**src/rtl/i2c_pkg.sv**
```systemverilog
// i2c_pkg: shared types and constants for the I2C master/slave pair
package i2c_pkg;
   typedef enum logic [2:0] {IDLE, START, ADDR, ADDR_ACK, LOAD, DATA, DATA_ACK, STOP} state_e;
   typedef enum logic [1:0] {Q0, Q1, Q2, Q3} phase_e;
   localparam logic RW_WRITE = 1'b0;
   localparam logic [6:0] DEFAULT_DEVICE_ADDR = 7'b1000111;
endpackage

```
**src/rtl/i2c_phase_gen.sv**
```systemverilog
// i2c_phase_gen: quarter-period counter giving the SCL bit phase and a quarter-end strobe
module i2c_phase_gen
   import i2c_pkg::*;
#(
   parameter int QTR_CYCLES = 125,
   parameter int CNT_W = $clog2(QTR_CYCLES)
) (
   input  logic   i_clk,
   input  logic   w_start_rst,
   input  logic   i_en,
   output phase_e o_phase,
   output logic   o_phase_end
);
   logic [CNT_W-1:0] cnt_q, cnt_d;
   phase_e phase_q, phase_d;
   always_ff @(posedge i_clk or posedge w_start_rst)
      if (w_start_rst) begin
         cnt_q <= '0;
         phase_q <= Q0;
      end else begin
         cnt_q <= cnt_d;
         phase_q <= phase_d;
      end
   always_comb begin
      o_phase_end = i_en && cnt_q == CNT_W'(QTR_CYCLES - 1);
      cnt_d = (!i_en || o_phase_end) ? '0 : cnt_q + CNT_W'(1);
      phase_d = !i_en ? Q0 : o_phase_end ? phase_e'(phase_q + 2'd1) : phase_q;
   end
   assign o_phase = phase_q;
endmodule

```
**src/rtl/i2c_master_tx.sv**
```systemverilog
// i2c_master_tx: write-only I2C master serialising a valid/ready byte stream to one addressed slave
module i2c_master_tx
   import i2c_pkg::*;
#(
   parameter int QTR_CYCLES = 125,
   parameter int CNT_W = $clog2(QTR_CYCLES)
) (
   input  logic       i_clk,
   input  logic       w_start_rst,
   input  logic       i_start,
   input  logic [6:0] i_addr,
   input  logic [7:0] i_tx_data,
   input  logic       i_tx_last,
   input  logic       i_tx_valid,
   output logic       o_tx_ready,
   input  logic       i_sda_in,
   output logic       o_scl_oe,
   output logic       o_sda_oe,
   output logic       o_busy,
   output logic       o_nack,
   output logic       o_done
);
   state_e state_q, state_d;
   phase_e phase;
   logic phase_end, bit_end, sample;
   logic [2:0] bit_q, bit_d;
   logic [6:0] addr_q, addr_d;
   logic [7:0] data_q, data_d, tx_byte;
   logic last_q, last_d, nack_q, nack_d;
   i2c_phase_gen #(.QTR_CYCLES(QTR_CYCLES), .CNT_W(CNT_W)) u_phase (
      .i_clk(i_clk),
      .w_start_rst(w_start_rst),
      .i_en(state_q != IDLE && state_q != LOAD),
      .o_phase(phase),
      .o_phase_end(phase_end)
   );
   assign bit_end = phase_end && phase == Q3;
   assign sample = phase_end && phase == Q2;
   assign tx_byte = state_q == ADDR ? {addr_q, RW_WRITE} : data_q;
   always_ff @(posedge i_clk or posedge w_start_rst)
      if (w_start_rst) begin
         state_q <= IDLE;
         bit_q <= 3'd7;
         addr_q <= '0;
         data_q <= '0;
         last_q <= 1'b0;
         nack_q <= 1'b0;
      end else begin
         state_q <= state_d;
         bit_q <= bit_d;
         addr_q <= addr_d;
         data_q <= data_d;
         last_q <= last_d;
         nack_q <= nack_d;
      end
   // bit counter wraps 0->7 exactly on the slot that leaves ADDR/DATA
   always_comb begin
      state_d = state_q;
      bit_d = (bit_end && (state_q == ADDR || state_q == DATA)) ? bit_q - 3'd1 : bit_q;
      addr_d = addr_q;
      data_d = data_q;
      last_d = last_q;
      nack_d = nack_q;
      case (state_q)
         IDLE:
            if (i_start) begin
               state_d = START;
               addr_d = i_addr;
               nack_d = 1'b0;
            end
         START: if (bit_end) state_d = ADDR;
         ADDR: if (bit_end && bit_q == 3'd0) state_d = ADDR_ACK;
         ADDR_ACK, DATA_ACK: begin
            if (sample && i_sda_in) nack_d = 1'b1;
            if (bit_end) state_d = (nack_q || (state_q == DATA_ACK && last_q)) ? STOP : LOAD;
         end
         LOAD:
            if (i_tx_valid) begin
               state_d = DATA;
               data_d = i_tx_data;
               last_d = i_tx_last;
            end
         DATA: if (bit_end && bit_q == 3'd0) state_d = DATA_ACK;
         STOP: if (bit_end) state_d = IDLE;
         default: state_d = IDLE;
      endcase
   end
   always_comb begin
      o_scl_oe = 1'b0;
      o_sda_oe = 1'b0;
      case (state_q)
         START: begin
            o_scl_oe = phase == Q3;
            o_sda_oe = phase == Q2 || phase == Q3;
         end
         ADDR, DATA: begin
            o_scl_oe = phase == Q0 || phase == Q1;
            o_sda_oe = !tx_byte[bit_q];
         end
         ADDR_ACK, DATA_ACK: o_scl_oe = phase == Q0 || phase == Q1;
         LOAD: o_scl_oe = 1'b1;
         STOP: begin
            o_scl_oe = phase == Q0;
            o_sda_oe = phase != Q3;
         end
         default: ;
      endcase
   end
   assign o_tx_ready = state_q == LOAD;
   assign o_busy = state_q != IDLE;
   assign o_nack = nack_q;
   assign o_done = state_q == STOP && bit_end;
endmodule

```
**config.mk**
```make
export PLATFORM = sky130hd
export DESIGN_NAME = i2c_master_tx
export DESIGN_NICKNAME = d
export VERILOG_FILES = /design/src/rtl/i2c_pkg.sv /design/src/rtl/i2c_phase_gen.sv /design/src/rtl/i2c_master_tx.sv
export SDC_FILE = /design/constraint.sdc
export NUM_CORES = 1
export LEC_CHECK = 0
export CAP_MARGIN = 20
export CORE_MARGIN = 2
export CORE_UTILIZATION = 48
export CTS_CLUSTER_SIZE = 28
export DETAILED_ROUTE_END_ITERATION = 16
export MAX_ROUTING_LAYER = met4
export PLACE_DENSITY = 0.87
export SLEW_MARGIN = 10
export SYNTH_ARGS = -nofsm -noshare
export SYNTH_HDL_FRONTEND = slang
export SYNTH_SLANG_ARGS = --single-unit
```
**constraint.sdc**
```tcl
create_clock -name i_clk -period 1.9 [get_ports i_clk]
set_input_delay 0.38 -clock i_clk [delete_from_list [all_inputs] [get_ports i_clk]]
set_output_delay 0.38 -clock i_clk [all_outputs]
set_load 0.05 [all_outputs]
```
==> impl_results.md, run 1 <==
* Outcome: finished with violations
* Failing checks: setup timing
* Final critical delay including setup and external delays at approximately 2.4 ns
* Antenna viol nets, final at 0
* Setup-violating endpoint count in the final report at 12
* Fraction of the core area covered by cells at the end of the flow at 70.4%
* Setup skew after layout at 0.00727 ns
* Sink count of the clock tree at 32
* Avg Cell Area, Syn at 11.1 um2
* Cell variety after synth at 50
* # fillers at between 200 and 300
* Number of nets in the synthesized netlist at around 190
* Area leader, netlist: sky130_fd_sc_hd__dfrtp_1
* Standard cell core area at ~0.0036 mm2
* Syn Std Cell Area at 0.00180 mm2
* Max capacitance violation total at 0
* Global Route Usage Sum at between 20% and 30%
* Final WS setup at -0.465 ns
* Flip-flop and latch area at approximately 800 um2
* Vias in the first global route at ~1500
* Final wirelength at between 4000 and 5000 um
* Max rail drop VDD at approximately 670 uV
* Initial antenna violation count at 0
* IO buf count at 26
* Number of flops mapped to enable cells by yosys at 0
* Total DRC errors in the routed layout at 0
* Number of antenna repair diodes at 0
* Dominant synthesized flop cell: sky130_fd_sc_hd__dfrtp_1
* Syn. warnings at 0
* Final number of max-transition violations at 0
* GRT overflow at 0
* Relative slew slack at between 60% and 70%
* Number of CTS-inserted buffers at 5
* Area share of the leading cell type in the synthesized netlist at roughly two fifths
* Hold Path Class: in2async
* Final net count at around 250
* Area added between synthesis and finish at 41.9%
* Minimum setup slack among reg-to-reg paths at -0.17 ns
* WL per Instance at roughly 16 um
* HPWL after detailed placement at 2710 um
* Most frequent cells after synthesis: sky130_fd_sc_hd__dfrtp_1 (29), sky130_fd_sc_hd__mux2_1 (16), sky130_fd_sc_hd__nor2_1 (16), sky130_fd_sc_hd__inv_1 (10), sky130_fd_sc_hd__ha_1 (8)
* Starting utilization of the core area at between 40 and 50%
* First-pass detailed-route iteration total at 4
* RSZ-0062 raised after global routing: yes
* Instance count of the mapped netlist at roughly 160
* Power per Cell Area at 507 mW/mm2
* Data arrival time of the critical path at a little under 2 ns
* Largest fanout of any net on the critical path at 5
* List of cells traversed by the critical path: buf_4 > buf_6 > nand3b_1 > o22ai_1 > a32oi_1 > nand3_4 > buf_12
* Element type at the critical path start: flop
* Floorplan die height at about 65 um
* Number of buffers on the longest clock path at 2
* Number of violations reported at the end of detailed-routing iteration 0 at 78
* Clk pin slew, worst setup/hold paths at 0.07 ns
* Last weighted congestion value of the routability-driven placer at between 0.8 and 0.9
* Sequential area share after synthesis at 44.7%
* Floorplan die width at about 65 um
* Row Count at 22
* Final-report hold violation count at 0
* Worst Reg2Reg Path Length in Cells at 8
* Worst endpoint required time at roughly 1.5 ns
* Via density per instance at approximately 5.5
* Clock tree from TritonCTS: yes
* Share of the clock period used by the worst path after layout at 124%
* Fraction of registers with async set/reset at 100%
* Skew-Pair Late Insertion Delay at between 0.2 and 0.3 ns
* Worst reg2reg path endpoint: addr_q[3]
* Reg2Reg Launch Point: state_q[0]
* Area occupied by multi-input gates at between 0.001 and 0.0015 mm2
* Crit path from: state_q[0]
* Deepest level of the CTS H-tree at 2
* Top cells by area, synth: sky130_fd_sc_hd__dfrtp_1 (40%), sky130_fd_sc_hd__mux2_1 (10%), sky130_fd_sc_hd__ha_1 (5.6%)
* #FFs+latches synth at 32
* Slew of the pin with the lowest slew margin at between 0.5 and 0.6 ns
* Layout cells sized above 1 at a little over a third
* Maximum number of pins on one net before global-route repair at 33
* Worst setup path class: reg2out
* Setup TNS after final layout at -2.26 ns
* Wire length of the first global-routing pass at approximately 7000 um
* Via Count at ~1500
* Worst-path cell with the longest stage delay: sky130_fd_sc_hd__dfrtp_1
* Capturing element type of the critical path: primary output
* Critical Path Max Stage Delay at 0.43 ns
* Top-level I/O count at 27
* Clock root buffer: sky130_fd_sc_hd__clkbuf_8
* Highest achievable clock rate at around 420 MHz
* Die area at 0.00426 mm2
* Static leakage at 1.12 nW
* Most used standard cell by instance count after synthesis: sky130_fd_sc_hd__dfrtp_1
[worst max-delay path, delay by kind of cell, from the launching register on]
family          cells  cell delay (ns)
simple gates        2             0.34
buf+inv             3             0.44
compound gates      2             0.49
flops               1             0.43
[cell usage in the layout (no fill, tap or decap), types with 3 or more instances in the layout]
cell / instances
sky130_fd_sc_hd__buf_6: 4
sky130_fd_sc_hd__dfstp_2: 3
sky130_fd_sc_hd__dfrtp_1: 29
sky130_fd_sc_hd__xnor2_1: 5
sky130_fd_sc_hd__ha_1: 6
sky130_fd_sc_hd__nor2_1: 12
sky130_fd_sc_hd__buf_4: 24
sky130_fd_sc_hd__nand4_1: 3
sky130_fd_sc_hd__o22ai_1: 3
sky130_fd_sc_hd__xor2_1: 5
sky130_fd_sc_hd__mux2_4: 9
sky130_fd_sc_hd__clkbuf_8: 5
sky130_fd_sc_hd__nand3_1: 5
sky130_fd_sc_hd__mux2_1: 7
sky130_fd_sc_hd__nor2_2: 3
sky130_fd_sc_hd__buf_8: 3
sky130_fd_sc_hd__inv_1: 10
sky130_fd_sc_hd__clkdlybuf4s50_1: 20
sky130_fd_sc_hd__buf_12: 4
sky130_fd_sc_hd__nand2_1: 5
sky130_fd_sc_hd__a21oi_1: 3
[cell type report]
| class | instances | area share (%) |
|---|---|---|
| clock buffers | 5 | 2.69 |
| clock inverters | 3 | 0.734 |
| inverters | 11 | 1.71 |
| multi-input cells | 113 | 39.5 |
| flip-flops and latches | 32 | 31.5 |
| well taps | 48 | 2.35 |
| repair buffers | 55 | 21.5 |
[per-stage QoR]
step	instances	hold WS, ns	instance area [um2]	power, mW	setup slack (ns)
3_3_place_gp	246	0.471	2240	0.781	-0.0961
2_1_floorplan	163	0.452	1830	0.730	-0.115
4_1_cts	260	0.478	2420	1.30	-0.443
5_1_grt	267	0.504	2560	1.34	-0.508
3_5_place_dp	246	0.475	2240	0.782	-0.133
6_report	267	0.464	2560	1.30	-0.465
[worst max path at each step]
stage	endpoint	slack (ns)	cells past startpoint
after floorplan	o_sda_oe	-0.11	6
after global placement	o_sda_oe	-0.1	5
after detailed placement	o_sda_oe	-0.13	5
after CTS	o_sda_oe	-0.44	5
after global routing	o_sda_oe	-0.51	5
final	o_sda_oe	-0.46	7
[kinds of logic (layout without fill, tap and decap cells)]
logic type	after synthesis	after routing	share of synthesized area, %
compound gates	25	25	10.7
simple gates	47	47	14.0
flops	32	32	44.7
mux	22	22	14.9
fa+ha+maj	9	9	6.11
xor+xnor	10	10	4.86
buf+inv	18	74	4.86
[per-layer routing]
metal | part of all wire (%) | track usage (%)
met3 | 5.6 | 5.99
met5 | 0 | -
met1 | 43 | 28.1
met4 | 2.5 | 11.2
met2 | 48 | 34.3
[where the power goes]
group | internal, mW | leakage (nW) | switching, mW | total (mW)
Sequential | 0.690 | 0.407 | 0.00536 | 0.695
Clock | 0.255 | 0.0479 | 0.269 | 0.524
Combinational | 0.0492 | 0.661 | 0.0281 | 0.0772
Total | 0.994 | 1.12 | 0.302 | 1.30
[registers in the layout, summed over array words and instances (netlist names)]
signal	cells
data_q	8
u_phase.cnt_q	7
addr_q	7
last_q	1
u_phase.o_phase	2
state_q	3
bit_q	3
o_nack	1
[repair_timing]
item / CTS / global route
gates resized for setup: 13 / 22
cloned: 0 / 1
endpoints found under the setup margin: 7 / 25
pin swaps: 3 / 7
buffers inserted: 6 / 6
hold buffers: 0 / 0
Power figures use the tool's default switching activity.
==> inputs of run 2 (changes only) <==
--- a/config.mk
+++ b/config.mk
@@ -10,8 +10,10 @@
 export CORE_UTILIZATION = 48
 export CTS_CLUSTER_SIZE = 28
 export DETAILED_ROUTE_END_ITERATION = 16
+export HOLD_SLACK_MARGIN = 0.1
 export MAX_ROUTING_LAYER = met4
 export PLACE_DENSITY = 0.87
+export SETUP_SLACK_MARGIN = 0.02
 export SLEW_MARGIN = 10
 export SYNTH_ARGS = -nofsm -noshare
 export SYNTH_HDL_FRONTEND = slang
==> run 2 against run 1 <==
  * The flow still finishes with violations (setup timing)
  * Worst hold slack got worse by 0.00055 ns
  * Worst setup slack better by 0.018 ns
  * Via count shrank 4.1%
  * Power rose by 3.5%
  * Wire length shrank 11%
  * Clock power increased by 9.2%
  * Critical path depth decreased by 2
  * Non-clock buffer count down 10
  * First-iteration DRC count grew 47%
  * Fmax up 0.75%
  * Critical endpoint unchanged
  * Highest routed layer unchanged
==> impl_results.md, run 2 (synthesis results as in run 1) <==
* Outcome: finished with violations
* Failing checks: setup timing
* Final-report hold violation count at 0
* Total Power at approximately 1.3 mW
* Hold Path Class: in2async
* Starting utilization of the core area at between 40% and 50%
* Deepest level of the CTS H-tree at 2
* Portion of total power attributed to the clock network at a little over two fifths
* Slew of the pin with the lowest slew margin at roughly 0.5 ns
* Vias in the first global route at 1366
* Fraction of the core area covered by cells at the end of the flow at about two thirds
* Number of buffers on the longest clock path at 2
* Die area at between 0.004 and 0.005 mm2
* Final wirelength at about 3800 um
* Reg2Reg Launch Point: state_q[2]
* Worst-path cell with the longest stage delay: sky130_fd_sc_hd__or3b_1
* RSZ-0062 raised after global routing: yes
* Skew-Pair Late Insertion Delay at between 0.2 and 0.3 ns
* Setup skew after layout at 0.00414 ns
* Power Internal at about 1.1 mW
* Number of violations reported at the end of detailed-routing iteration 0 at approximately 120
* Area added between synthesis and finish at 34.8%
* Flip-flop and latch area at ~810 um2
* Share of the clock period used by the worst path after layout at 124%
* Static leakage at 1.05 nW
* Family with the most delay on the worst path: simple AND/OR/NAND/NOR gates
* Layout cells sized above 1 at 26.8%
* Worst setup path class: reg2out
* Element type at the critical path start: flop
* Area occupied by multi-input gates at slightly below 0.001 mm2
* Clock root buffer: sky130_fd_sc_hd__clkbuf_8
* Minimum setup slack among reg-to-reg paths at ~0.080 ns
* Count of placed standard cells in the final layout, fillers left out at 257
* Hold buffer count at CTS at 0
* Clock tree from TritonCTS: yes
* Final net count at between 200 and 250
* # fillers at between 200 and 300
* Combinational fraction of design power at between 5 and 6%
* Initial antenna violation count at 0
* Worst Path Buf+Inv at 1
* Largest registers: data_q (8), addr_q (7), u_phase.cnt_q (7)
* Number of cells after detailed placement at ~240
* Standard cell core area at 0.00363 mm2
* Relative slew slack at between 60% and 70%
* Worst Reg2Reg Path Length in Cells at 4
* Floorplan die width at between 60 and 70 um
* Clk pin slew, worst setup/hold paths at about 0.060 ns
* Via density per instance at roughly 5.5
* Most frequent cells in the layout: sky130_fd_sc_hd__dfrtp_1 (28), sky130_fd_sc_hd__clkdlybuf4s50_1 (20), sky130_fd_sc_hd__buf_4 (18), sky130_fd_sc_hd__mux2_1 (16), sky130_fd_sc_hd__nor2_1 (13)
* Share of total power consumed by net switching at 20.5%
* Largest fanout of any net on the critical path at 5
* Worst endpoint required time at ~1.5 ns
* Setup TNS after final layout at -0.671 ns
* Worst slack after detailed placement at -0.129 ns
* Number of CTS-inserted buffers at 5
* Share of total power in sequential cells at roughly half
* Critical Path Max Stage Delay at 0.48 ns
* Sink count of the clock tree at 32
* WL per Instance at 14.7 um
* Row Count at 22
* GRT overflow at 0
* IO buf count at 26
* Antenna viol nets, final at 0
* HPWL after detailed placement at approximately 2700 um
* Maximum number of pins on one net before global-route repair at 33
* Final number of max-transition violations at 0
* Top-level I/O count at 27
* Global Route Usage Sum at between 20% and 30%
* Capturing element type of the critical path: primary output
* Max capacitance violation total at 0
* Last weighted congestion value of the routability-driven placer at 0.817
* Worst reg2reg path endpoint: addr_q[6]
* Highest achievable clock rate at between 400 and 500 MHz
* Setup-violating endpoint count in the final report at 4
* First-pass detailed-route iteration total at 4
* Number of antenna repair diodes at 0
* List of cells traversed by the critical path: or3b_1 > a211o_1 > o22a_1 > nand3_4 > buf_12
* Data arrival time of the critical path at between 1.5 and 2 ns
* Most common cell after layout, fill and taps aside: sky130_fd_sc_hd__dfrtp_1
* Total DRC errors in the routed layout at 0
* Via Count at approximately 1400
* Power per Cell Area at between 500 and 600 mW/mm2
* Final WS setup at -0.447 ns
* Final critical delay including setup and external delays at 2.35 ns
* Wire length of the first global-routing pass at just over 6000 um
* Sw Pwr at ~0.28 mW
* Max rail drop VDD at around 450 uV
* Flip-flop count of the largest register, all copies and words added at 8
* Most flops, register: data_q
* Floorplan die height at between 60 and 70 um
[run 2: cell types whose count changed in the layout (fill, tap and decap cells not counted), sizes merged]
cell    previous run  this run
clkbuf             5         8
buf               35        25
clkinv             3         0
[run 2: final cells by class]
type	instances	area share [%]
Tap cell	48	2.47
Clock buffer	8	4.12
Multi-Input combinational cell	113	40.3
Sequential cell	32	33.2
Inverter	11	1.80
Timing Repair Buffer	45	18.1
[run 2: power by group through the flow]
| stage | Clock (mW) | Combinational [mW] | Sequential [mW] |
|---|---|---|---|
| 6_report | 0.572 | 0.0742 | 0.695 |
| 4_1_cts | 0.588 | 0.0760 | 0.695 |
| 2_1_floorplan | 0 | 0.0205 | 0.710 |
| 3_5_place_dp | 0 | 0.0757 | 0.708 |
| 5_1_grt | 0.612 | 0.0808 | 0.696 |
| 3_3_place_gp | 0 | 0.0734 | 0.707 |
[run 2: worst max-delay path by stage]
stage,from,to,slack (ns),depth (start not counted)
final,state_q[2],o_sda_oe,-0.45,5
after global routing,state_q[2],o_sda_oe,-0.51,5
after CTS,state_q[2],o_sda_oe,-0.46,5
after detailed placement,state_q[2],o_sda_oe,-0.13,5
after global placement,state_q[2],o_sda_oe,-0.1,5
after floorplan,state_q[0],o_sda_oe,-0.11,6
[run 2: metrics by stage]
step	area, um2	hold slack (ns)
2_1_floorplan	1830	0.452
3_3_place_gp	2230	0.467
3_5_place_dp	2230	0.476
4_1_cts	2410	0.468
5_1_grt	2430	0.506
6_report	2430	0.464
[run 2: per-layer routing]
metal  track usage, %  wire, um  vias to the layer above
li1                 -         -                      669
met1             24.8      1630                      709
met2             32.0      1900                       31
met3             5.14       176                        6
met4             10.4        73                        0
met5                -         0                        -
[run 2: timing repair]
action / 4_1_cts / 5_1_grt
buffers inserted: 3 / 2
gates resized for setup: 15 / 2
endpoints found under the setup margin: 7 / 16
hold endpoints to repair: 0 / 0
pin swaps: 4 / 4
[run 2: worst min-delay path: stages]
cell and delay, ns:
sky130_fd_sc_hd__clkdlybuf4s50_1 0.39, sky130_fd_sc_hd__inv_1 0.05, sky130_fd_sc_hd__buf_4 0.35
==> inputs of run 3 (changes only) <==
--- a/config.mk
+++ b/config.mk
@@ -5,6 +5,7 @@
 export SDC_FILE = /design/constraint.sdc
 export NUM_CORES = 1
 export LEC_CHECK = 0
+export ABC_CLOCK_PERIOD_IN_PS = 1900
 export CAP_MARGIN = 20
 export CORE_MARGIN = 2
 export CORE_UTILIZATION = 48
@@ -13,6 +14,7 @@
 export HOLD_SLACK_MARGIN = 0.1
 export MAX_ROUTING_LAYER = met4
 export PLACE_DENSITY = 0.87
+export RECOVER_POWER = 25
 export SETUP_SLACK_MARGIN = 0.02
 export SLEW_MARGIN = 10
 export SYNTH_ARGS = -nofsm -noshare
==> run 3 against run 2 <==
  * The run still ends with setup timing left
  * Sequential cell count is the same
  * Worst setup slack better by 0.00072 ns
  * Count of clock-buffer cells in the layout unchanged
  * Global-route usage unchanged
  * Combinational power shrank 2%
  * First-iteration DRC count is the same
  * Die area stayed put
  * Critical endpoint unchanged
  * Power shrank 0.11%
  * Core utilization decreased by 0.069 points
  * Via count hardly changed
  * Clock skew barely moved
==> impl_results.md, run 3 (synthesis results as in run 1) <==
* Outcome: finished with violations
* Failing checks: setup timing
* GRT overflow at 0
* Worst-path cell with the longest stage delay: sky130_fd_sc_hd__or3b_1
* Final-report hold violation count at 0
* Sw Pwr at between 0.2 and 0.3 mW
* Final critical delay including setup and external delays at 2.35 ns
* Fraction of the core area covered by cells at the end of the flow at around two thirds
* Wire length of the first global-routing pass at 6220 um
* Power per Cell Area at ~550 mW/mm2
* Maximum number of pins on one net before global-route repair at 33
* Highest achievable clock rate at between 400 and 500 MHz
* Vias in the first global route at around 1400
* Final net count at about 240
* Final worst hold slack at 0.486 ns
* Number of violations reported at the end of detailed-routing iteration 0 at 115
* Starting utilization of the core area at 49.6%
* Worst reg2reg path endpoint: addr_q[6]
* HPWL after detailed placement at between 2000 and 3000 um
* Hold Path Class: reg2reg
* Family with the most delay on the worst path: simple AND/OR/NAND/NOR gates
* Clock root buffer: sky130_fd_sc_hd__clkbuf_8
* Reg2Reg Launch Point: state_q[2]
* Global Route Usage Sum at 20.5%
* Relative slew slack at about 49%
* Layout cells sized above 1 at between 20% and 30%
* Critical Path Max Stage Delay at 0.48 ns
* Worst slack after detailed placement at -0.129 ns
* Initial antenna violation count at 0
* First-pass detailed-route iteration total at 4
* Sink count of the clock tree at 32
* Number of CTS-inserted buffers at 5
* Worst Path Buf+Inv at 1
* Number of buffers on the longest clock path at 2
* Flip-flop count of the largest register, all copies and words added at 8
* Total DRC errors in the routed layout at 0
* Setup-violating endpoint count in the final report at 4
* Area added between synthesis and finish at 34.7%
* Top-level I/O count at 27
* Startpoint of the worst hold path: data_q[1]
* Most common cell after layout, fill and taps aside: sky130_fd_sc_hd__dfrtp_1
* Dpl cell area at between 0.002 and 0.0025 mm2
* IO buf count at 26
* WL per Instance at between 10 and 15 um
* Combinational fraction of design power at 5.5%
* Number of stages on the worst hold path at 1
* Standard cell core area at approximately 0.0036 mm2
* Final WS setup at -0.447 ns
* Setup TNS after final layout at -0.669 ns
* Die area at about 0.0043 mm2
* RSZ-0062 raised after global routing: yes
* Setup skew after layout at between 0.003 and 0.004 ns
* Row Count at 22
* Endpoint, Worst Hold: data_q[1]
* Power Internal at around 1.1 mW
* Clock tree from TritonCTS: yes
* Slew of the pin with the lowest slew margin at roughly 0.77 ns
* Max capacitance violation total at 0
* Portion of total power attributed to the clock network at about 43%
* Via density per instance at ~5.5
* List of cells traversed by the critical path: or3b_1 > a211o_1 > o22a_1 > nand3_4 > buf_12
* Floorplan die width at around 65 um
* Element type at the critical path start: flop
* Worst endpoint required time at 1.52 ns
* Total Power at ~1.3 mW
* Last weighted congestion value of the routability-driven placer at just over 0.8
* Count of placed standard cells in the final layout, fillers left out at ~260
* Clk pin slew, worst setup/hold paths at 0.06 ns
* Antenna viol nets, final at 0
* Number of antenna repair diodes at 0
* Largest fanout of any net on the critical path at 5
* Most frequent cells in the layout: sky130_fd_sc_hd__dfrtp_1 (28), sky130_fd_sc_hd__clkdlybuf4s50_1 (19), sky130_fd_sc_hd__buf_4 (17), sky130_fd_sc_hd__mux2_1 (16), sky130_fd_sc_hd__nor2_1 (13)
* Share of the clock period used by the worst path after layout at 124%
* Most flops, register: data_q
* Minimum setup slack among reg-to-reg paths at roughly 0.08 ns
* Deepest level of the CTS H-tree at 2
* Floorplan die height at roughly 65 um
* Largest registers: data_q (8), addr_q (7), u_phase.cnt_q (7)
* Share of total power in sequential cells at between 50% and 60%
* Worst setup path class: reg2out
* Data arrival time of the critical path at about 2.0 ns
* Static leakage at 1.05 nW
* Max rail drop VDD at 446 uV
* Final wirelength at approximately 3800 um
* Post-route design area at between 0.002 and 0.0025 mm2
* Via Count at about 1400
* Number of cells after detailed placement at approximately 240
* Share of total power consumed by net switching at between 20 and 25%
* Capturing element type of the critical path: primary output
* Final number of max-transition violations at 0
* Worst Reg2Reg Path Length in Cells at 4
* Skew-Pair Late Insertion Delay at ~0.29 ns
==> run 3: changes by cell type in the layout (fill, tap and decap cells not counted), sizes merged <==
cell / previous run / this run
dlygate4sd3: 0 / 1
clkbuf: 8 / 9
buf: 25 / 24
clkdlybuf4s50: 20 / 19
==> run 3: per-layer routing <==
layer | part of all wire (%) | vias up | GRT usage (%)
met4 | 1.9 | 0 | 10.4
met2 | 50 | 33 | 32.0
li1 | - | 669 | -
met5 | 0 | - | -
met1 | 44 | 706 | 24.8
met3 | 3.9 | 6 | 5.14
==> run 3: timing repair <==
action / 4_1_cts / 5_1_grt
pin swaps: 4 / 4
resized for setup: 15 / 2
endpoints found under the setup margin: 7 / 16
hold buffers: 0 / 0
setup buffers: 3 / 2
gates cloned: 0 / 0
endpoints found under the hold margin: 0 / 0
==> run 3: worst max-delay path by stage <==
stage | from | to | cells past startpoint
final | state_q[2] | o_sda_oe | 5
after global routing | state_q[2] | o_sda_oe | 5
after CTS | state_q[2] | o_sda_oe | 5
after detailed placement | state_q[2] | o_sda_oe | 5
after global placement | state_q[2] | o_sda_oe | 5
after floorplan | state_q[0] | o_sda_oe | 6
==> run 3: cell type report <==
cell class | count | area (um2)
clock buffers | 8 | 100
flip-flops and latches | 32 | 806
inverters | 11 | 43.8
repair buffers | 45 | 438
fillers | 277 | 1210
well taps | 48 | 60.1
multi-input cells | 113 | 978
==> run 3: power groups by stage <==
stage,clock network [mW],logic [mW],registers (mW)
floorplan,0,0.0205,0.710
global placement,0,0.0734,0.707
detailed placement,0,0.0757,0.708
CTS,0.588,0.0760,0.695
global route,0.612,0.0796,0.696
finish,0.572,0.0730,0.695
